[src/rtl/alu_entry_if.sv]
// Switch/key inputs and display/flag outputs of the operand-entry ALU stage.
// The board side is the master; the ALU stage is the slave.
interface alu_entry_if;
  logic [3:0] sw;
  logic [1:0] op;
  logic       key_n;
  logic [3:0] aluout;
  logic       carry;
  logic       zero;
  logic       valid;
  logic [1:0] state;

  modport master (
    output sw, op, key_n,
    input  aluout, carry, zero, valid, state
  );

  modport slave (
    input  sw, op, key_n,
    output aluout, carry, zero, valid, state
  );
endinterface

[src/rtl/alu_entry.sv]
// Operand-entry ALU stage: debounced key steps through A, B and opcode capture,
// then holds the computed result and flags for the seven-segment display.
module alu_entry #(
  parameter int DEBOUNCE = 500000
) (
  input  logic        clk,
  input  logic        rst,
  alu_entry_if.slave  bus
);

  localparam int CW = (DEBOUNCE > 1) ? $clog2(DEBOUNCE + 1) : 1;
  localparam logic [CW-1:0] CNT_LAST = CW'(DEBOUNCE - 1);
  localparam logic [CW-1:0] CNT_ONE  = CW'(1);

  typedef enum logic [1:0] {
    S_A   = 2'd0,
    S_B   = 2'd1,
    S_OP  = 2'd2,
    S_RES = 2'd3
  } state_t;

  logic          s1_r;
  logic          s2_r;
  logic          pressed_s;
  logic          stable_r;
  logic          stable_d_r;
  logic [CW-1:0] cnt_r;
  logic          press_r;

  state_t        state_r;
  logic [3:0]    a_r;
  logic [3:0]    b_r;
  logic [3:0]    aluout_r;
  logic          carry_r;
  logic          zero_r;
  logic          valid_r;
  logic [5:0]    res_s;

  // Returns {carry, zero, result[3:0]}; SUB carry is the borrow (a < b).
  function automatic logic [5:0] alu_calc(input logic [3:0] a,
                                          input logic [3:0] b,
                                          input logic [1:0] o);
    logic [4:0] r;
    logic       c;
    case (o)
      2'b00: begin r = {1'b0, a} + {1'b0, b}; c = r[4];   end
      2'b01: begin r = {1'b0, a - b};         c = (a < b); end
      2'b10: begin r = {1'b0, a & b};         c = 1'b0;    end
      2'b11: begin r = {1'b0, a ^ b};         c = 1'b0;    end
      default: begin r = 5'd0;                c = 1'b0;    end
    endcase
    return {c, (r[3:0] == 4'd0), r[3:0]};
  endfunction

  assign pressed_s = ~s2_r;
  assign res_s     = alu_calc(a_r, b_r, bus.op);

  // Key synchronizer, level debouncer and one-cycle press pulse.
  always_ff @(posedge clk) begin
    if (rst) begin
      s1_r       <= 1'b1;
      s2_r       <= 1'b1;
      stable_r   <= 1'b0;
      stable_d_r <= 1'b0;
      cnt_r      <= {CW{1'b0}};
      press_r    <= 1'b0;
    end else begin
      s1_r       <= bus.key_n;
      s2_r       <= s1_r;
      stable_d_r <= stable_r;
      press_r    <= stable_r & ~stable_d_r;
      if (pressed_s == stable_r) begin
        cnt_r <= {CW{1'b0}};
      end else if (cnt_r == CNT_LAST) begin
        stable_r <= pressed_s;
        cnt_r    <= {CW{1'b0}};
      end else begin
        cnt_r <= cnt_r + CNT_ONE;
      end
    end
  end

  // Entry sequencer with registered display value and flags.
  always_ff @(posedge clk) begin
    if (rst) begin
      state_r  <= S_A;
      a_r      <= 4'd0;
      b_r      <= 4'd0;
      aluout_r <= 4'd0;
      carry_r  <= 1'b0;
      zero_r   <= 1'b0;
      valid_r  <= 1'b0;
    end else begin
      case (state_r)
        S_A: begin
          aluout_r <= bus.sw;
          if (press_r) begin
            a_r     <= bus.sw;
            state_r <= S_B;
          end else begin
            state_r <= S_A;
          end
        end
        S_B: begin
          aluout_r <= bus.sw;
          if (press_r) begin
            b_r     <= bus.sw;
            state_r <= S_OP;
          end else begin
            state_r <= S_B;
          end
        end
        S_OP: begin
          if (press_r) begin
            carry_r  <= res_s[5];
            zero_r   <= res_s[4];
            aluout_r <= res_s[3:0];
            valid_r  <= 1'b1;
            state_r  <= S_RES;
          end else begin
            aluout_r <= {2'b00, bus.op};
            state_r  <= S_OP;
          end
        end
        S_RES: begin
          // Leaving the result clears the flags on the same edge.
          if (press_r) begin
            valid_r <= 1'b0;
            carry_r <= 1'b0;
            zero_r  <= 1'b0;
            state_r <= S_A;
          end else begin
            state_r <= S_RES;
          end
        end
        default: begin
          state_r <= S_A;
        end
      endcase
    end
  end

  assign bus.aluout = aluout_r;
  assign bus.carry  = carry_r;
  assign bus.zero   = zero_r;
  assign bus.valid  = valid_r;
  assign bus.state  = state_r;

endmodule
[src/flat_wrapper.sv]
// flat-port wrapper written by rule: the top's interface ports become plain ports
module alu_entry_flat 
#(
  parameter int DEBOUNCE = 500000
)
  (clk, rst, bus_sw, bus_op, bus_key_n, bus_aluout, bus_carry, bus_zero, bus_valid, bus_state);
  alu_entry_if bus_i ();
  input  logic clk;
  input  logic rst;
  input wire logic [$bits(bus_i.sw)-1:0] bus_sw;
  input wire logic [$bits(bus_i.op)-1:0] bus_op;
  input wire logic [$bits(bus_i.key_n)-1:0] bus_key_n;
  output wire logic [$bits(bus_i.aluout)-1:0] bus_aluout;
  output wire logic [$bits(bus_i.carry)-1:0] bus_carry;
  output wire logic [$bits(bus_i.zero)-1:0] bus_zero;
  output wire logic [$bits(bus_i.valid)-1:0] bus_valid;
  output wire logic [$bits(bus_i.state)-1:0] bus_state;
  assign bus_i.sw = bus_sw;
  assign bus_i.op = bus_op;
  assign bus_i.key_n = bus_key_n;
  assign bus_aluout = bus_i.aluout;
  assign bus_carry = bus_i.carry;
  assign bus_zero = bus_i.zero;
  assign bus_valid = bus_i.valid;
  assign bus_state = bus_i.state;
  alu_entry #(.DEBOUNCE(DEBOUNCE)) u_core (.clk(clk), .rst(rst), .bus(bus_i));
endmodule
[config.mk]
export PLATFORM = sky130hd
export DESIGN_NAME = alu_entry_flat
export DESIGN_NICKNAME = d
export VERILOG_FILES = /design/src/rtl/alu_entry_if.sv /design/src/rtl/alu_entry.sv /design/src/flat_wrapper.sv
export SDC_FILE = /design/constraint.sdc
export NUM_CORES = 1
export LEC_CHECK = 0
export ABC_AREA = 1
export ABC_CLOCK_PERIOD_IN_PS = 2000
export CAP_MARGIN = 10
export CORE_MARGIN = 1.5
export CORE_UTILIZATION = 33
export DETAILED_ROUTE_END_ITERATION = 7
export HOLD_SLACK_MARGIN = 0.08
export PLACE_DENSITY = 0.54
export SLEW_MARGIN = 20
export SYNTH_ARGS = -nofsm -noshare
export SYNTH_HDL_FRONTEND = slang
export SYNTH_SLANG_ARGS = --single-unit
[constraint.sdc]
create_clock -name clk -period 2 [get_ports clk]
set_input_delay 0.6 -clock clk [delete_from_list [all_inputs] [get_ports clk]]
set_output_delay 0.6 -clock clk [all_outputs]
set_load 0.05 [all_outputs]
# Yosys cells after proc, flatten, opt, wreduce, memory -nomap -nowiden
# Index checks and enable logic that the tools add are counted.
[op_classes]
addsub = 3
magnitude_cmp = 1
eq_ne = 10
n_mux = 16
n_bitwise = 6
n_reduce_logical = 12
[op_table]
columns = ["cell", "n"]
rows = [
  ["$add 19x1->19 const B", 1],
  ["$eq 19x19->1 const B", 1],
  ["$pmux 4 s4", 1],
  ["$eq 2x2->1 const B", 4],
  ["$pmux 2 s4", 1],
  ["$pmux 4 s2", 1],
  ["$mux 1", 6],
  ["$pmux 1 s2", 3],
  ["$reduce_and 2->1", 3],
  ["$add 4x4->5", 1],
  ["$and 4x4->4", 1],
  ["$eq 2x1->1 const B", 2],
  ["$logic_not 2->1", 2],
  ["$logic_not 4->1", 1],
  ["$lt 4x4->1", 1],
  ["$mux 2", 2],
  ["$mux 4", 1],
  ["$ne 2x1->1 const B", 2],
  ["$reduce_bool 2->1", 2],
  ["$reduce_or 2->1", 2],
  ["$sub 4x4->4", 1],
  ["$xor 4x4->4", 1],
  ["$not 1->1", 3],
  ["$pmux 1 s3", 1],
  ["4 further kinds", 4],
]
[word_totals]
ff_bits = 41
input_bits = 9
out_inout_bits = 9
wordCells = 61

# Depth between registers and ports, before layout
# Gate-level depths: netlist of the first run.
[logic_depth]
depth_word = 5
depth_mapped = 11
depth_no_buf = 11

# Worst setup path after synthesis of the first run
# No wires, ideal clock.
[synth_timing]
path_kind = "register to register"
startpoint = "reg u_core.b_r[0]"
endpoint = "reg u_core.zero_r, in the netlist u_core.bus.zero"
setup_ns = 0.070
t_arrival_ns = 1.659
required_time_ns = 1.930
slack_ns = 0.270
path_stages_with_launch = 10
path_buffers = 0
synth_period_minus_slack_ns = 1.730
cell_sequence = "dfxtp_1 ha_1 inv_1 fa_1 or2_2 nand3_1 nand3_1 nor3_1 nand2_1 a21oi_1"
[synth_between]
elab_chain_cells = 5
word_cells_on_any_way = 8
cone_classes = "add/sub (2); mux (3); bitwise (2); reduce/logical (1)"
[synth_lines]
columns = ["item", "line_no", "rtl"]
rows = [
  ["start, declared", "alu_entry.sv:32", "logic [3:0] b_r;"],
  ["start signal, assigned", "alu_entry.sv:107", "b_r <= bus.sw;"],
  ["$sub 4x4->4 (tied with other cells)", "alu_entry.sv:47", "2'b01: begin r = {1'b0, a - b}; c = (a < b); end"],
  ["$pmux 4 s4 (*)", "alu_entry.sv:45", "case (o)"],
  ["$logic_not 4->1 (*)", "alu_entry.sv:52", "return {c, (r[3:0] == 4'd0), r[3:0]};"],
  ["$mux 1 (*)", "alu_entry.sv:114", "if (press_r) begin"],
  ["$pmux 1 s2 (*)", "alu_entry.sv:94", "case (state_r)"],
  ["end signal, assigned", "alu_entry.sv:116", "zero_r <= res_s[4];"],
  ["end, declared", "alu_entry.sv:35", "logic zero_r;"],
]
# Mark *: on every way between the ends. The rest lies on a longest branch, timed or not. The select of a mux whose other input is x is not followed.
# A chain may end at the register's enable or synchronous reset.

# Worst setup path after layout of the first run
# Same ends and word-level chain as after synthesis.

==> impl_metrics.env, run 1 <==
export IMPL_status="complete, but fails checks"
export IMPL_violations="design-rule violations"
export IMPL_synth_commonest_cells="nand2_1, inv_1, dfxtp_1"
export IMPL_synthToLayoutAreaGrowth_pct=18.2
export IMPL_async_flop_share=0
export IMPL_grt_max_degree=19
export IMPL_hold_buffers=0
export IMPL_grt_busiest_layer="met2"
export IMPL_placed_area_mm2=0.00253
export IMPL_power_density_mw_per_mm2=572
export IMPL_hold_violations=0
export IMPL_synthDistinctLibCells=32
export IMPL_syn_area_mm2=0.00223
export IMPL_gr_usage_met3=0.0350
export IMPL_vias=2022
export IMPL_p_seq_frac=0.548
export IMPL_worst_pin_slew_ns=0.409
export IMPL_clk_pin_slew_worst_paths_ns=0.08
export IMPL_post_cts_buffers=0
export IMPL_fin_hold_ws_ns=0.384
export IMPL_fin_crit_sh=0.939
export IMPL_grt_pass1_wl_um=8510
export IMPL_antenna_cells=0
export IMPL_fin_tns_setup_ns=0
export IMPL_start_kind="flop"
export IMPL_port_buffers=17
export IMPL_synthFlopType="dfxtp_1"
export IMPL_clkPwrFrac=0.396
export IMPL_cts_buffer_depth=2
export IMPL_first_global_vias=1898
export IMPL_maxSlewViolCount=0
export IMPL_ir_drop_v=0.000436
export IMPL_critPathKind="reg -> reg"
export IMPL_start_util=0.347
export IMPL_clkSinkCount=41
export IMPL_die_h_um=85.2
export IMPL_syn_nets=331
export IMPL_synth_top_cells_by_area="dfxtp_1, nand2_1, inv_1, nand3_1, ha_1"
export IMPL_relSlewSlack=0.725
export IMPL_stdcell_area_mm2=0.00264
export IMPL_nNetsFinal=359
export IMPL_multi_input_area_mm2=0.00120
export IMPL_clock_root_buffer="clkbuf_8"
export IMPL_synth_edf_count=0
export IMPL_ys_seq_area_frac=0.368
export IMPL_internal_power_mw=1.17
export IMPL_nFillCells=678
export IMPL_met1_usage=0.179
export IMPL_coreArea_mm2=0.00642
export IMPL_worstPathArrival_ns=2.11
export IMPL_die_x_um=85.2
export IMPL_ioPinCount=18
export IMPL_rsz0062_at_grt="false"
export IMPL_path_max_fanout=2
export IMPL_pwr_share_comb=0.056
export IMPL_clock_latency_ns=0.30
export IMPL_hold_path_class="reg -> reg"
export IMPL_antenna_left=0
export IMPL_synth_top_area_cell="dfxtp_1"
export IMPL_wire_per_inst_um=11.9
export IMPL_seqCellArea_um2=821
export IMPL_place_hpwl_um=3860
export IMPL_drt_total_wl_um=4950
export IMPL_cap_violations=0
export IMPL_synth_most_common_cell="nand2_1"
export IMPL_synth_top_cell_area_share=0.368
export IMPL_cts_tree="yes"
export IMPL_layout_drive_gt1_share=0.135
export IMPL_htreeDepth=2
export IMPL_overflow=0
export IMPL_ys_ff_latch=41
export IMPL_fin_crit_ns=1.88
export IMPL_grt_use_total=0.147
export IMPL_cp_end_kind="flop"
export IMPL_setup_violations=0
export IMPL_finalClockSkew_ns=0.00976
export IMPL_grtUsageMet2=0.247
export IMPL_antenna_found_initial=0
export IMPL_synth_avg_cell_area_um2=7.17
export IMPL_cts_buffers=5
export IMPL_switching_share=0.225
export IMPL_drt_iter0_drc=65
export IMPL_ctsResizeCount=0
export IMPL_num_rows=29
export IMPL_drcViolationCount=2
export IMPL_crit_required_ns=2.23
export IMPL_post_drt_via_cell_ratio=4.85
export IMPL_detail_route_first_pass_iterations=7
export IMPL_place_gp_congestion=0.826
export IMPL_syn_inst=311
export IMPL_p_sw_mw=0.339
export IMPL_total_leakage_power_nw=1.07
export IMPL_ys_warn_count=0
export IMPL_dieArea_mm2=0.00726
export IMPL_max_freq_mhz=533
## critical path: stages, from the launching register on
cell     delay, ns
dfxtp_1       0.32
buf_4         0.13
ha_1          0.23
fa_1          0.49
inv_1         0.04
nand2_1       0.05
nand4_1       0.13
nor3_1        0.22
nand2_1       0.08
a21oi_1       0.12
## metal layers
metal | vias to the layer above | part of all wire
met4 | 0 | 0.017
li1 | 1067 | -
met3 | 7 | 0.039
met5 | - | 0
met2 | 30 | 0.47
met1 | 918 | 0.48
## cells by family after synthesis
logic type,count (synthesis),share of synthesized area
xor gates and xnor gates,5,0.0196
adders and majority gates,11,0.0685
AOI/OAI and AO/OA,45,0.111
DFF,41,0.368
buffers and inverters,52,0.0920
and+or+nand+nor,157,0.341
## power by group through the flow
stage	sequential [mW]	combinational, mW	clock (mW)
after floorplan	0.861	0.0287	0
after global placement	0.846	0.0847	0
after detailed placement	0.846	0.0849	0
after CTS	0.826	0.0852	0.623
after global routing	0.827	0.0927	0.650
final	0.826	0.0844	0.596
## cell usage in the layout (no fill, tap or decap), drive strengths merged
master / netlist / routed
nand2: 63 / 63
nand4: 10 / 10
or2: 7 / 7
buf: 4 / 17
xor2: 4 / 4
nor3b: 3 / 3
inv: 48 / 48
clkdlybuf4s50: 0 / 8
a211oi: 5 / 5
a21oi: 22 / 22
o21ai: 13 / 13
clkbuf: 0 / 7
clkinv: 0 / 1
nor2: 37 / 37
a31oi: 3 / 3
dfxtp: 41 / 41
o211ai: 1 / 1
a32oi: 1 / 1
nor3: 7 / 7
nand3: 28 / 28
fa: 2 / 2
ha: 9 / 9
nand3b: 2 / 2
xnor2: 1 / 1
## flip-flops by register name, summed over array words and instances (netlist names)
name               flops
u_core.stable_r        1
u_core.bus.aluout      4
u_core.b_r             4
u_core.bus.valid       1
u_core.s2_r            1
u_core.press_r         1
u_core.cnt_r          19
u_core.stable_d_r      1
u_core.a_r             4
u_core.bus.carry       1
u_core.s1_r            1
u_core.bus.zero        1
u_core.bus.state       2
## path summary, 6_finish.rpt
kind                                                endpoint  slack [ns]                          from  cells past startpoint
worst max-delay path            u_core.bus.zero$_SDFFE_PP0P_        0.12    u_core.b_r[0]$_SDFFE_PP0P_                      9
worst min-delay path               u_core.press_r$_SDFF_PP0_        0.38  u_core.stable_d_r$_SDFF_PP0_                      1
worst max register to register  u_core.bus.zero$_SDFFE_PP0P_        0.12    u_core.b_r[0]$_SDFFE_PP0P_                      9
worst min register to register     u_core.press_r$_SDFF_PP0_        0.38  u_core.stable_d_r$_SDFF_PP0_                      1
## per-stage QoR
step	util	setup slack, ns	cells	total power, mW
after detailed placement	0.395	0.0115	409	0.931
final	0.410	0.123	417	1.51
after CTS	0.410	0.140	417	1.53
after global placement	0.395	0.0559	409	0.930
after floorplan	-	0.270	311	0.889
after global routing	0.410	0.00493	417	1.57
## cell type report
class	instances	area share
well taps	77	0.0366
repair buffers	25	0.0883
multi-input cells	218	0.457
clock buffers	7	0.0366
clock inverters	1	0.00190
flip-flops and latches	41	0.311
inverters	48	0.0684
(Power assumes the default switching activity.)
==> run 2: changes to the inputs <==
Settings changed: CTS_CLUSTER_DIAMETER set to 40.
==> results of run 2 <==
Final layout, timing and power as in run 1 (identical DEF).
